`src/rtl/team_06_echo_mem_ctrl.sv`:
```
// Echo delay-line sequencer: turns each search into a past-sample read and a sample write
// on the single-port sample SRAM, zero-fills the line after reset or on command.
module team_06_echo_mem_ctrl #(
    parameter int unsigned DEPTH_LOG2 = 13,
    parameter int unsigned DW         = 8
) (
    input  logic                  clk,
    input  logic                  rst_n,
    input  logic [DEPTH_LOG2-1:0] delay_cfg,
    input  logic                  clear,
    input  logic                  search,
    input  logic [DW-1:0]         save_audio,
    output logic [DEPTH_LOG2-1:0] offset,
    output logic [DW-1:0]         past_output,
    output logic                  past_valid,
    output logic                  busy,
    output logic                  overrun,
    output logic                  mem_req,
    output logic                  mem_we,
    output logic [DEPTH_LOG2-1:0] mem_addr,
    output logic [DW-1:0]         mem_wdata,
    input  logic [DW-1:0]         mem_rdata,
    input  logic                  mem_ack
);

    localparam int unsigned AW = DEPTH_LOG2;
    localparam logic [AW-1:0] LAST_ADDR = '1;

    typedef enum logic [1:0] {
        ST_CLEAR,
        ST_IDLE,
        ST_RD,
        ST_WR
    } state_t;

    state_t        state, state_n;
    logic [AW-1:0] clr_ptr, clr_ptr_n;
    logic [AW-1:0] wr_ptr, wr_ptr_n;
    logic [DW-1:0] sample, sample_n;
    logic [AW-1:0] offset_n;
    logic [DW-1:0] past_output_n;
    logic          past_valid_n;
    logic          busy_n;
    logic          overrun_n;
    logic          mem_req_n;
    logic          mem_we_n;
    logic [AW-1:0] mem_addr_n;
    logic [DW-1:0] mem_wdata_n;

    // State and every output register.
    always_ff @(posedge clk or negedge rst_n) begin
        if (!rst_n) begin
            state       <= ST_CLEAR;
            clr_ptr     <= '0;
            wr_ptr      <= '0;
            sample      <= '0;
            offset      <= '0;
            past_output <= '0;
            past_valid  <= 1'b0;
            busy        <= 1'b0;
            overrun     <= 1'b0;
            mem_req     <= 1'b0;
            mem_we      <= 1'b0;
            mem_addr    <= '0;
            mem_wdata   <= '0;
        end else begin
            state       <= state_n;
            clr_ptr     <= clr_ptr_n;
            wr_ptr      <= wr_ptr_n;
            sample      <= sample_n;
            offset      <= offset_n;
            past_output <= past_output_n;
            past_valid  <= past_valid_n;
            busy        <= busy_n;
            overrun     <= overrun_n;
            mem_req     <= mem_req_n;
            mem_we      <= mem_we_n;
            mem_addr    <= mem_addr_n;
            mem_wdata   <= mem_wdata_n;
        end
    end

    // Next state and next register values.
    always_comb begin
        state_n       = state;
        clr_ptr_n     = clr_ptr;
        wr_ptr_n      = wr_ptr;
        sample_n      = sample;
        offset_n      = offset;
        past_output_n = past_output;
        past_valid_n  = 1'b0;
        overrun_n     = overrun;
        mem_req_n     = mem_req;
        mem_we_n      = mem_we;
        mem_addr_n    = mem_addr;
        mem_wdata_n   = mem_wdata;

        if (search && (state != ST_IDLE)) begin
            overrun_n = 1'b1;
        end

        case (state)
            ST_CLEAR: begin
                if (!mem_req) begin
                    mem_req_n   = 1'b1;
                    mem_we_n    = 1'b1;
                    mem_addr_n  = clr_ptr;
                    mem_wdata_n = '0;
                end else if (mem_ack) begin
                    mem_req_n   = 1'b0;
                    mem_we_n    = 1'b0;
                    mem_addr_n  = '0;
                    if (clr_ptr == LAST_ADDR) begin
                        state_n  = ST_IDLE;
                        wr_ptr_n = '0;
                        offset_n = delay_cfg;
                    end else begin
                        clr_ptr_n = clr_ptr + AW'(1);
                    end
                end
            end
            ST_IDLE: begin
                if (clear) begin
                    state_n   = ST_CLEAR;
                    clr_ptr_n = '0;
                    overrun_n = 1'b0;
                    offset_n  = delay_cfg;
                end else if (search) begin
                    // offset stays frozen so the read address matches the offset on display
                    sample_n  = save_audio;
                    mem_req_n = 1'b1;
                    if (offset == '0) begin
                        state_n       = ST_WR;
                        past_output_n = '0;
                        past_valid_n  = 1'b1;
                        mem_we_n      = 1'b1;
                        mem_addr_n    = wr_ptr;
                        mem_wdata_n   = save_audio;
                    end else begin
                        state_n    = ST_RD;
                        mem_we_n   = 1'b0;
                        mem_addr_n = wr_ptr - offset;
                    end
                end else begin
                    offset_n = delay_cfg;
                end
            end
            ST_RD: begin
                if (mem_ack) begin
                    state_n       = ST_WR;
                    past_output_n = mem_rdata;
                    past_valid_n  = 1'b1;
                    mem_we_n      = 1'b1;
                    mem_addr_n    = wr_ptr;
                    mem_wdata_n   = sample;
                end
            end
            ST_WR: begin
                if (mem_ack) begin
                    state_n     = ST_IDLE;
                    wr_ptr_n    = wr_ptr + AW'(1);
                    mem_req_n   = 1'b0;
                    mem_we_n    = 1'b0;
                    mem_addr_n  = '0;
                    mem_wdata_n = '0;
                end
            end
            default: begin
                state_n = ST_CLEAR;
            end
        endcase

        busy_n = (state_n != ST_IDLE);
    end

endmodule

```
`config.mk`:
```
export PLATFORM = sky130hd
export DESIGN_NAME = team_06_echo_mem_ctrl
export DESIGN_NICKNAME = d
export VERILOG_FILES = /design/src/rtl/team_06_echo_mem_ctrl.sv
export SDC_FILE = /design/constraint.sdc
export NUM_CORES = 1
export LEC_CHECK = 0
export BUFFER_PORTS_ARGS = -buffer_cell sky130_fd_sc_hd__buf_2
export CAP_MARGIN = 30
export CORE_ASPECT_RATIO = 2
export CORE_MARGIN = 8
export CORE_UTILIZATION = 45
export DETAILED_ROUTE_END_ITERATION = 10
export PLACE_DENSITY = 0.68
export SLEW_MARGIN = 15
export SYNTH_ARGS = -nofsm -noshare
export SYNTH_HDL_FRONTEND = slang
export SYNTH_SLANG_ARGS = --single-unit
```
`constraint.sdc`:
```
create_clock -name clk -period 2.45 [get_ports clk]
set_clock_uncertainty 0.1 [all_clocks]
set_input_delay 0.245 -clock clk [delete_from_list [all_inputs] [get_ports clk]]
set_output_delay 0.245 -clock clk [all_outputs]
set_load 0.01 [all_outputs]
```
==> run summary, run 1 <==
dpl hpwl - 11460 um
GR Util met2 - 0.3649
adder-cell area share of the yosys netlist - 0.05114
core area - 10950 um^2
number of synthesized flops with an enable pin - 0
cell area after layout - 6474 um^2
PortBufs - 80
power per standard cell area - 1436 nW/um^2
synthesis-to-finish area growth - 28.45%
most used routing layer - met2
synthesized area per cell - 9.230 um^2
number of buffers created by CTS - 9
met3 GRT Util - 0.03486
DIE WIDTH - 90.83 um
Tightest Pin Transition - 762.2 ps
CTS sink cnt - 83
Routed Antenna Nets - 0
startpoint types - flip-flop
largest net degree at the start of global routing - 52
CP arrival - 2610 ps
Final nets - 739
gpl congestion - 0.9158
Fin Hold WS - 24.08 ps
Slew HR - 0.4900
max-slew violation count - 0
Setup WS pre-CTS - -143.6 ps
layout cells sized above 1 - 0.3106
Rows - 54
Die Area - 15050 um^2
initial core utilization - 0.4604
GRT overflow - 0
initial DRC count - 229
post-synthesis register bit count - 83
max-cap violation count - 0
Async SR Flop Fraction - 1.000
Syn Nets - 600
RSZ-0062 raised after global routing - true
vias - 4774
first-pass GRT wire length - 24320 um
Max clock buf depth - 2
CP required - 2570 ps
Max Fclk - 0.4016 GHz
Mapped Cells - 546
HP Class - in2reg
Leakage - 0.003075 uW
IR drop worst, VDD - 0.8060 mV
final setup fails - 1
mux share of post-synthesis cell area - 0.06058
Die H - 165.7 um
drt total wl - 14740 um
Antenna diodes - 0
Synth area leaders - dfrtp_1 41%, nand2_1 5.7%, ha_1 4.7%
Initial DRT Pass Iterations - 5
post-synthesis simple-gate area fraction - 0.1902
Syn. warnings - 0
Post-synth top cells - 83 x dfrtp_1, 77 x nand2_1, 40 x o21ai_0
critical path class - reg2reg
Mapped Area - 5040 um^2
setup_tns - -40.24 ps
final worst slack - -40.24 ps
Finished Layout Cells - 829
area share of the largest cell type after synthesis - 0.4121
worst-path fanout max - 4
clock latency on the worst-skew pair - 340 ps
cell taking the most area after synthesis - dfrtp_1
status - finished, violations left
routed len/inst - 17.78 um
CTS tree - yes
Worst-path clk slew - 60 ps
GR Util met1 - 0.1964
Tmin final - 2490 ps
gr usage total - 0.2003
vias in the first global route - 4936
Synth Area in Compound Gates - 0.2197
H-tree depth - 3
Final Cycle Share - 1.016
Residual DRC - 0
DR vias/cell - 5.759
# IOs - 81
failing checks - negative setup slack
Unique masters post-synth - 63
final hold violations - 0
Cells after DPL - 809
root buf cell - clkbuf_16
sequential share of the synthesized area - 0.4121
XOR/XNOR Fraction of Synth Area - 0.02433
top-count cell post-synth - dfrtp_1
initial antenna violation count - 0
Post-Place Cell Area - 6068 um^2
main combinational cell family by area after synthesis - compound AO/OA/AOI/OAI gates
Most used DFF post-synth - dfrtp_1
CP Capture Type - flip-flop
[worst max-delay path, stage by stage, from the launching register on]
cell and delay (ps):
dfrtp_1 390, inv_2 80, ha_4 130, inv_2 30, fa_2 340, a21o_1 200, a221oi_2 230, buf_4 180
xnor2_2 60, a222oi_1 300, nor3_1 80, a221o_1 270
[sequential cells by signal, indices dropped and copies added (netlist names)]
name         count
state            2
offset          13
mem_addr        13
clr_ptr         13
past_output      8
mem_wdata        8
mem_req          1
overrun          1
busy             1
wr_ptr          13
past_valid       1
mem_we           1
sample           8
[cell families after synthesis]
logic type,count (synthesis)
DFF,83
muxes,24
AOI/OAI and AO/OA,160
buffers and inverters,53
and+or+nand+nor,192
adders and majority gates,20
xor gates and xnor gates,14
[power by group]
part / switching, uW / internal [uW] / leakage, uW
combinational: 2980 / 2660 / 0.00191
sequential: 420 / 1910 / 0.00103
clock: 550 / 780 / 0.000134
total: 3950 / 5350 / 0.00308
[area by class of cell]
| type | count | area, um^2 |
|---|---|---|
| timing repair buffer | 153 | 994.7 |
| multi-input combinational | 410 | 2838 |
| sequential | 83 | 2077 |
| clock buffer | 10 | 229.0 |
| inverter | 28 | 105.1 |
| fill | 995 | 4472 |
| tap | 140 | 175.2 |
| clock inverter | 5 | 55.05 |
[placed cells by master, fill, tap and decap left out, drive strengths merged, types with 3 or more instances in the layout]
master,instances
xnor2,10
nor2b,4
dfrtp,83
clkbuf,10
and2,5
nand2,77
nor4,9
a22oi,7
a222oi,5
o21ai,41
mux2,22
nand2b,9
nand3b,3
a31oi,5
buf,152
a221o,5
nor4b,5
nor2,28
a22o,22
a21o,9
o22ai,3
and3,7
a221oi,5
or2,3
ha,19
a211oi,4
nand4,4
nand3,13
or3,7
inv,28
xor2,4
nor3,15
o211ai,4
a21oi,33
[path summary, 6_finish.rpt]
| kind | from | to | slack [ps] | depth (start not counted) |
|---|---|---|---|---|
| worst max register to register | wr_ptr[0]$_DFFE_PN0P_ | mem_addr[6]$_DFFE_PN0P_ | -40 | 11 |
| max in group asynchronous | rst_n | mem_wdata[7]$_DFFE_PN0P_ | 1280 | 3 |
| worst min-delay path | mem_rdata[2] | past_output[2]$_DFFE_PN0P_ | 20 | 2 |
| worst max-delay path | wr_ptr[0]$_DFFE_PN0P_ | mem_addr[6]$_DFFE_PN0P_ | -40 | 11 |
| worst min register to register | mem_wdata[3]$_DFFE_PN0P_ | mem_wdata[3]$_DFFE_PN0P_ | 370 | 2 |
| min in group asynchronous | rst_n | mem_wdata[5]$_DFFE_PN0P_ | 370 | 2 |
[stage by stage]
stage                 util  power [uW]
floorplan                -        5628
global placement    0.5544        7592
detailed placement  0.5544        7754
CTS                 0.5848        9210
global route        0.5914       10000
finish              0.5914        9299
[per-layer routing]
metal | vias up | part of all wire
met1 | 2264 | 0.36
li1 | 2276 | -
met2 | 180 | 0.55
met3 | 54 | 0.041
met4 | 0 | 0.055
met5 | - | 0
[what timing repair did]
item | CTS | global route
endpoints found under the setup margin | 19 | 26
pin swaps | 6 | 3
hold endpoints to repair | 49 | 0
setup buffers | 2 | 2
resized for setup | 6 | 14
hold buffers | 1 | 0
Power figures use the tool's default switching activity.
==> run 2, diff against run 1 <==
==> config.mk (replaced) <==
export PLATFORM = sky130hd
export DESIGN_NAME = team_06_echo_mem_ctrl
export DESIGN_NICKNAME = d
export VERILOG_FILES = /design/src/rtl/team_06_echo_mem_ctrl.sv
export SDC_FILE = /design/constraint.sdc
export NUM_CORES = 1
export LEC_CHECK = 0
export CAP_MARGIN = 30
export CORE_ASPECT_RATIO = 2
export CORE_UTILIZATION = 45
export DETAILED_ROUTE_END_ITERATION = 10
export DONT_BUFFER_PORTS = 1
export SYNTH_ARGS = -nofsm -noshare
export SYNTH_HDL_FRONTEND = slang
export SYNTH_SLANG_ARGS = --single-unit
==> run 2 against run 1 <==
The flow still finishes with violations (negative setup slack). Non-clock buffer count is 45 lower. Highest routed layer unchanged. Clock power is 3% higher. Setup slack better by 32 ps. Worst hold slack better by 14 ps. Critical path type unchanged. Register-to-register slack better by 30 ps. Core utilization is 0.22 points lower. Largest power group unchanged. Critical endpoint unchanged. Sequential share of layout area is 0.32 points higher. Cell count is 5.3% lower.
==> run summary, run 2 (synthesis gave the netlist of run 1 again) <==
routed len/inst - 17.92 um (+0.76%)
Max Fclk - 0.4068 GHz (+1.3%)
# IOs - 81 (unchanged)
synthesis-to-finish area growth - 27.18%
vias - 4579 (-4.1%)
H-tree depth - 3 (unchanged)
max-slew violation count - 0 (unchanged)
met2 routed WL - 7540 um (-6.5%)
Post-Place Cell Area - 5678 um^2 (-6.4%)
Slew HR - 0.3876 (-0.1023)
Min-Delay Endpoint - mem_we$_DFFE_PN0P_
layout cells sized above 1 - 0.2155 (-0.09509)
number of buffers created by CTS - 9 (unchanged)
HP Class - in2reg
Die H - 151.7 um (-8.5%)
Tmin final - 2458 ps (-31.98 ps)
Tightest Pin Transition - 915.2 ps (+153.0 ps)
Residual DRC - 0 (unchanged)
failing checks - negative setup slack
slowest stage delay, CP - 390 ps (about the same)
core area - 10880 um^2 (-0.62%)
CP arrival - 2580 ps (-30 ps)
first-pass GRT wire length - 22540 um (-7.3%)
Leakage - 0.002873 uW (-6.6%)
CTS tree - yes
vias in the first global route - 4685 (-5.1%)
DIE WIDTH - 76.83 um (-15%)
final hold violations - 0 (unchanged)
critical path class - reg2reg
largest net degree at the start of global routing - 84 (+62%)
startpoint types - flip-flop
status - finished, violations left
Die Area - 11650 um^2 (-23%)
CTS sink cnt - 83 (unchanged)
initial antenna violation count - 0 (unchanged)
clock latency on the worst-skew pair - 340 ps (about the same)
max-cap violation count - 0 (unchanged)
final setup fails - 1 (unchanged)
Initial DRT Pass Iterations - 5 (unchanged)
root buf cell - clkbuf_16
Max clock buf depth - 2 (unchanged)
initial core utilization - 0.4633 (+0.002860)
Finished Layout Cells - 785 (-5.3%)
initial DRC count - 274 (+20%)
power per standard cell area - 1402 nW/um^2 (-2.4%)
CP max stage cell - dfrtp_1
Antenna diodes - 0 (unchanged)
R2R Setup Slk - -8 ps (+30 ps)
Final Cycle Share - 1.003 (-0.01305)
most numerous cell on the critical path - inv_2
drt total wl - 14060 um (-4.6%)
total power - 8988 uW (-3.4%)
IR drop worst, VDD - 0.7712 mV (-4.3%)
cell count of the worst reg-to-reg path - 11 (unchanged)
Cells after DPL - 734 (-9.3%)
PortBufs - 0 (-100%)
Final nets - 694 (-6.1%)
min-delay src - mem_ack
final worst slack - -8.253 ps (+31.98 ps)
hold path cells - 3 (+1)
Rows - 54 (unchanged)
met3 wire len - 666 um (+11%)
CP Cell Sequence - inv_2, ha_4, inv_2, fa_2, a21o_1, a221oi_2, buf_4, xnor2_1, a222oi_1, nor3_1, a221o_1
DR top layer - met4
commonest non-fill, non-tap cell in the layout - dfrtp_1
Reg-to-Reg End - mem_addr[6]$_DFFE_PN0P_
dpl hpwl - 10560 um (-7.9%)
DR vias/cell - 5.833 (+1.3%)
gr usage total - 0.2513 (+0.05091)
most frequent cells in the layout - 83 x dfrtp_1, 76 x nand2_1, 74 x buf_4
CP required - 2570 ps (about the same)
Worst-path clk slew - 70 ps (about the same)
gpl congestion - 0.8796 (-4.0%)
worst-path fanout max - 4 (unchanged)
GRT overflow - 0 (unchanged)
CP Capture Type - flip-flop
Routed Antenna Nets - 0 (unchanged)
RSZ-0062 raised after global routing - true
met1 WL - 5051 um (-4.2%)
cell area after layout - 6410 um^2 (-0.99%)
RR Startpoint - wr_ptr[0]$_DFFE_PN0P_
run 2: cell count changes in the layout (fill, tap and decap cells not counted), moves of 2 or more:
cell | previous run | this run
buf_4 | 69 | 74
buf_12 | 3 | 1
dlygate4sd3_1 | 1 | 32
o21ai_1 | 2 | 0
buf_2 | 79 | 0
clkinv_2 | 2 | 0
run 2: stage by stage:
stage / worst slack (ps) / util / hold slack (ps) / setup TNS (ps)
finish: -8.253 / 0.5893 / 38.08 / -8.253
global route: -138.9 / 0.5893 / 72.05 / -229.8
CTS: -41.58 / 0.5817 / 36.87 / -59.20
detailed placement: -61.34 / 0.5220 / -148.8 / -89.86
global placement: -35.55 / 0.5220 / -148.8 / -57.72
floorplan: 21.49 / - / -150.6 / 0
run 2: per-layer routing:
metal	GRT usage	vias to the layer above
met5	0	-
met4	0.1740	0
met3	0.04371	52
met2	0.4670	170
met1	0.2509	2169
li1	-	2188
run 2: worst max path at each step:
stage	end	start	depth (start not counted)
2_1_floorplan	mem_addr[6]$_DFFE_PN0P_	wr_ptr[0]$_DFFE_PN0P_	10
3_3_place_gp	wr_ptr[12]$_DFFE_PN0P_	state[0]$_DFF_PN0_	8
3_5_place_dp	mem_addr[6]$_DFFE_PN0P_	wr_ptr[0]$_DFFE_PN0P_	11
4_1_cts	mem_addr[6]$_DFFE_PN0P_	wr_ptr[0]$_DFFE_PN0P_	11
5_1_grt	mem_addr[6]$_DFFE_PN0P_	wr_ptr[0]$_DFFE_PN0P_	11
6_report	mem_addr[6]$_DFFE_PN0P_	wr_ptr[0]$_DFFE_PN0P_	11
run 2: repair_timing:
action,4_1_cts,5_1_grt
hold buffers,33,0
endpoints found under the setup margin,3,28
gates resized for setup,1,17
pin swaps,2,5
endpoints found under the hold margin,114,0
buffers inserted,0,2
run 2: report_power, final:
| group | switching (uW) | total [uW] | internal [uW] |
|---|---|---|---|
| Clock | 570 | 1370 | 796 |
| Sequential | 541 | 2450 | 1910 |
| Combinational | 2740 | 5170 | 2440 |
| Total | 3850 | 8990 | 5140 |
run 2: final cells by class:
class / instances / area (um^2)
Clock buffer: 11 / 232.7
Clock inverter: 5 / 62.56
Fill cell: 987 / 4468
Inverter: 28 / 105.1
Multi-Input combinational cell: 410 / 2834
Sequential cell: 83 / 2077
Tap cell: 140 / 175.2
Timing Repair Buffer: 108 / 923.4
run 2: critical path, delay by kind of cell (launching register included):
family                   cells  cell delay, ps
AO/OA/AOI/OAI                4             970
adder cells (fa/ha/maj)      2             450
flip-flops                   1             390
buffers and inverters        3             290
AND/OR/NAND/NOR              1              80
XOR/XNOR                     1              60
==> run 3, diff against run 2 <==
--- a/config.mk
+++ b/config.mk
@@ -13,3 +13,4 @@
 export SYNTH_ARGS = -nofsm -noshare
 export SYNTH_HDL_FRONTEND = slang
 export SYNTH_SLANG_ARGS = --single-unit
+export TNS_END_PERCENT = 10
==> run 3 against run 2 <==
The run still ends with negative setup slack left. Combinational power is 1% lower. Critical path depth stayed put. Worst hold slack better by 2.1 ps. Sequential cell count stayed put. Global-route usage hardly changed. Clock power hardly changed. Critical endpoint unchanged.
==> run summary, run 3 (synthesis gave the netlist of run 1 again) <==
critical path class - reg2reg
max-slew violation count - 0 (unchanged)
largest net degree at the start of global routing - 84 (unchanged)
most frequent cells in the layout - 83 x dfrtp_1, 77 x nand2_1, 74 x buf_4
Max clock buf depth - 2 (unchanged)
gpl congestion - 0.8796 (unchanged)
hold path cells - 3 (unchanged)
Slew HR - 0.3904 (+0.002730)
initial core utilization - 0.4633 (unchanged)
failing checks - negative setup slack
CP max stage cell - dfrtp_1
layout cells sized above 1 - 0.2078 (-0.007752)
CP arrival - 2570 ps (about the same)
FF/Latch Area - 2077 um^2 (unchanged)
final hold violations - 0 (unchanged)
Finished Core Util - 0.5865 (-0.002761)
dpl hpwl - 10560 um (unchanged)
vias in the first global route - 4698 (+0.28%)
area occupied by multi-input gates - 2804 um^2 (-1.1%)
CP Capture Type - flip-flop
cell count of the worst reg-to-reg path - 11 (unchanged)
vias - 4546 (-0.72%)
Rows - 54 (unchanged)
DR vias/cell - 5.791 (-0.72%)
gr usage total - 0.2516 (+0.0003858)
IR drop worst, VDD - 0.7724 mV (+0.15%)
Layout fillers - 991 (+0.41%)
routed len/inst - 17.81 um (-0.59%)
HP Class - in2reg
root buf cell - clkbuf_16
drt total wl - 13980 um (-0.59%)
H-tree depth - 3 (unchanged)
Tmin final - 2451 ps (-7.678 ps)
Cells after DPL - 734 (unchanged)
CTS tree - yes
max-cap violation count - 0 (unchanged)
Fin Hold WS - 40.18 ps (+2.102 ps)
Max Fclk - 0.4081 GHz (+0.31%)
status - finished, violations left
final setup fails - 1 (unchanged)
synthesis-to-finish area growth - 26.59%
Final Cycle Share - 1.000 (-0.003134)
Leakage - 0.002866 uW (-0.24%)
core area - 10880 um^2 (unchanged)
Finished Layout Cells - 785 (unchanged)
CP Cell Sequence - inv_2, ha_4, inv_2, fa_2, a21o_1, a221oi_2, buf_4, xnor2_1, a222oi_1, nor3_1, a221o_1
Tightest Pin Transition - 911.1 ps (-4.080 ps)
RSZ-0062 raised after global routing - true
PortBufs - 0 (unchanged)
Residual DRC - 0 (unchanged)
clock latency on the worst-skew pair - 340 ps (about the same)
startpoint types - flip-flop
worst-path fanout max - 4 (unchanged)
RR Startpoint - wr_ptr[0]$_DFFE_PN0P_
most numerous cell on the critical path - inv_2
GRT overflow - 0 (unchanged)
CTS sink cnt - 83 (unchanged)
Die Area - 11650 um^2 (unchanged)
number of buffers created by CTS - 9 (unchanged)
DIE WIDTH - 76.83 um (unchanged)
power per standard cell area - 1399 nW/um^2 (-0.21%)
Reg-to-Reg End - mem_addr[6]$_DFFE_PN0P_
# IOs - 81 (unchanged)
Min-Delay Endpoint - mem_we$_DFFE_PN0P_
Worst-path clk slew - 70 ps (about the same)
min-delay src - mem_ack
Antenna diodes - 0 (unchanged)
initial antenna violation count - 0 (unchanged)
Die H - 151.7 um (unchanged)
final worst slack - -0.5749 ps (+7.678 ps)
Routed Antenna Nets - 0 (unchanged)
CP required - 2570 ps (about the same)
setup_tns - -0.5749 ps (+7.678 ps)
slowest stage delay, CP - 390 ps (about the same)
initial DRC count - 264 (-3.6%)
R2R Setup Slk - -0.6 ps (about the same)
Final nets - 694 (unchanged)
first-pass GRT wire length - 22550 um (about the same)
commonest non-fill, non-tap cell in the layout - dfrtp_1
Initial DRT Pass Iterations - 7 (+2)
-- run 3: cell counts in the layout (fill, tap and decap cells not counted) --
Identical to the previous run, type by type.
-- run 3: layout make-up --
cell class	instances	share of cell area
clock buffer	11	0.03648
inverter	28	0.01647
clock inverter	5	0.009806
tap	140	0.02746
multi-input combinational	410	0.4395
timing repair buffer	108	0.1447
sequential	83	0.3256
-- run 3: layer usage --
metal,GRT usage,up-vias,share of wire
met5,0,-,0
met4,0.1760,0,0.052
met3,0.04611,50,0.042
met2,0.4661,152,0.54
met1,0.2505,2161,0.36
li1,-,2183,-
-- run 3: worst max-delay path by stage --
stage                          start  cells past startpoint                 endpoint  slack [ps]
2_1_floorplan  wr_ptr[0]$_DFFE_PN0P_                     10  mem_addr[6]$_DFFE_PN0P_          20
3_3_place_gp      state[0]$_DFF_PN0_                      8   wr_ptr[12]$_DFFE_PN0P_         -40
3_5_place_dp   wr_ptr[0]$_DFFE_PN0P_                     11  mem_addr[6]$_DFFE_PN0P_         -60
4_1_cts        wr_ptr[0]$_DFFE_PN0P_                     11  mem_addr[6]$_DFFE_PN0P_         -40
5_1_grt        wr_ptr[0]$_DFFE_PN0P_                     11  mem_addr[6]$_DFFE_PN0P_        -140
6_report       wr_ptr[0]$_DFFE_PN0P_                     11  mem_addr[6]$_DFFE_PN0P_        -0.6
-- run 3: power breakdown --
group          switching [uW]  leakage [uW]  internal (uW)
registers                 535       0.00103           1910
clock network             571      0.000136            796
logic                    2700       0.00170           2420
-- run 3: critical path, delay by kind of cell (launching register included) --
kind                       cells  cell delay [ps]
AOI/OAI and AO/OA              4              970
xor gates and xnor gates       1               60
adders and majority gates      2              450
buffers and inverters          3              280
DFF                            1              390
and+or+nand+nor                1               80
-- run 3: what timing repair did --
action                                 CTS  global route
buffers inserted                         0             2
pin swaps                                2             5
hold buffers                            33             0
endpoints found under the hold margin  114             0
gates resized for setup                  1            11
setup endpoints to repair                3            28
-- run 3: through the flow --
| stage | setup WS (ps) | area [um^2] | power [uW] |
|---|---|---|---|
| detailed placement | -61.34 | 5678 | 7407 |
| finish | -0.5749 | 6380 | 8927 |
| global route | -138.9 | 6380 | 9598 |
| global placement | -35.55 | 5678 | 7309 |
| floorplan | 21.49 | 5049 | 5628 |
| CTS | -41.58 | 6327 | 8887 |
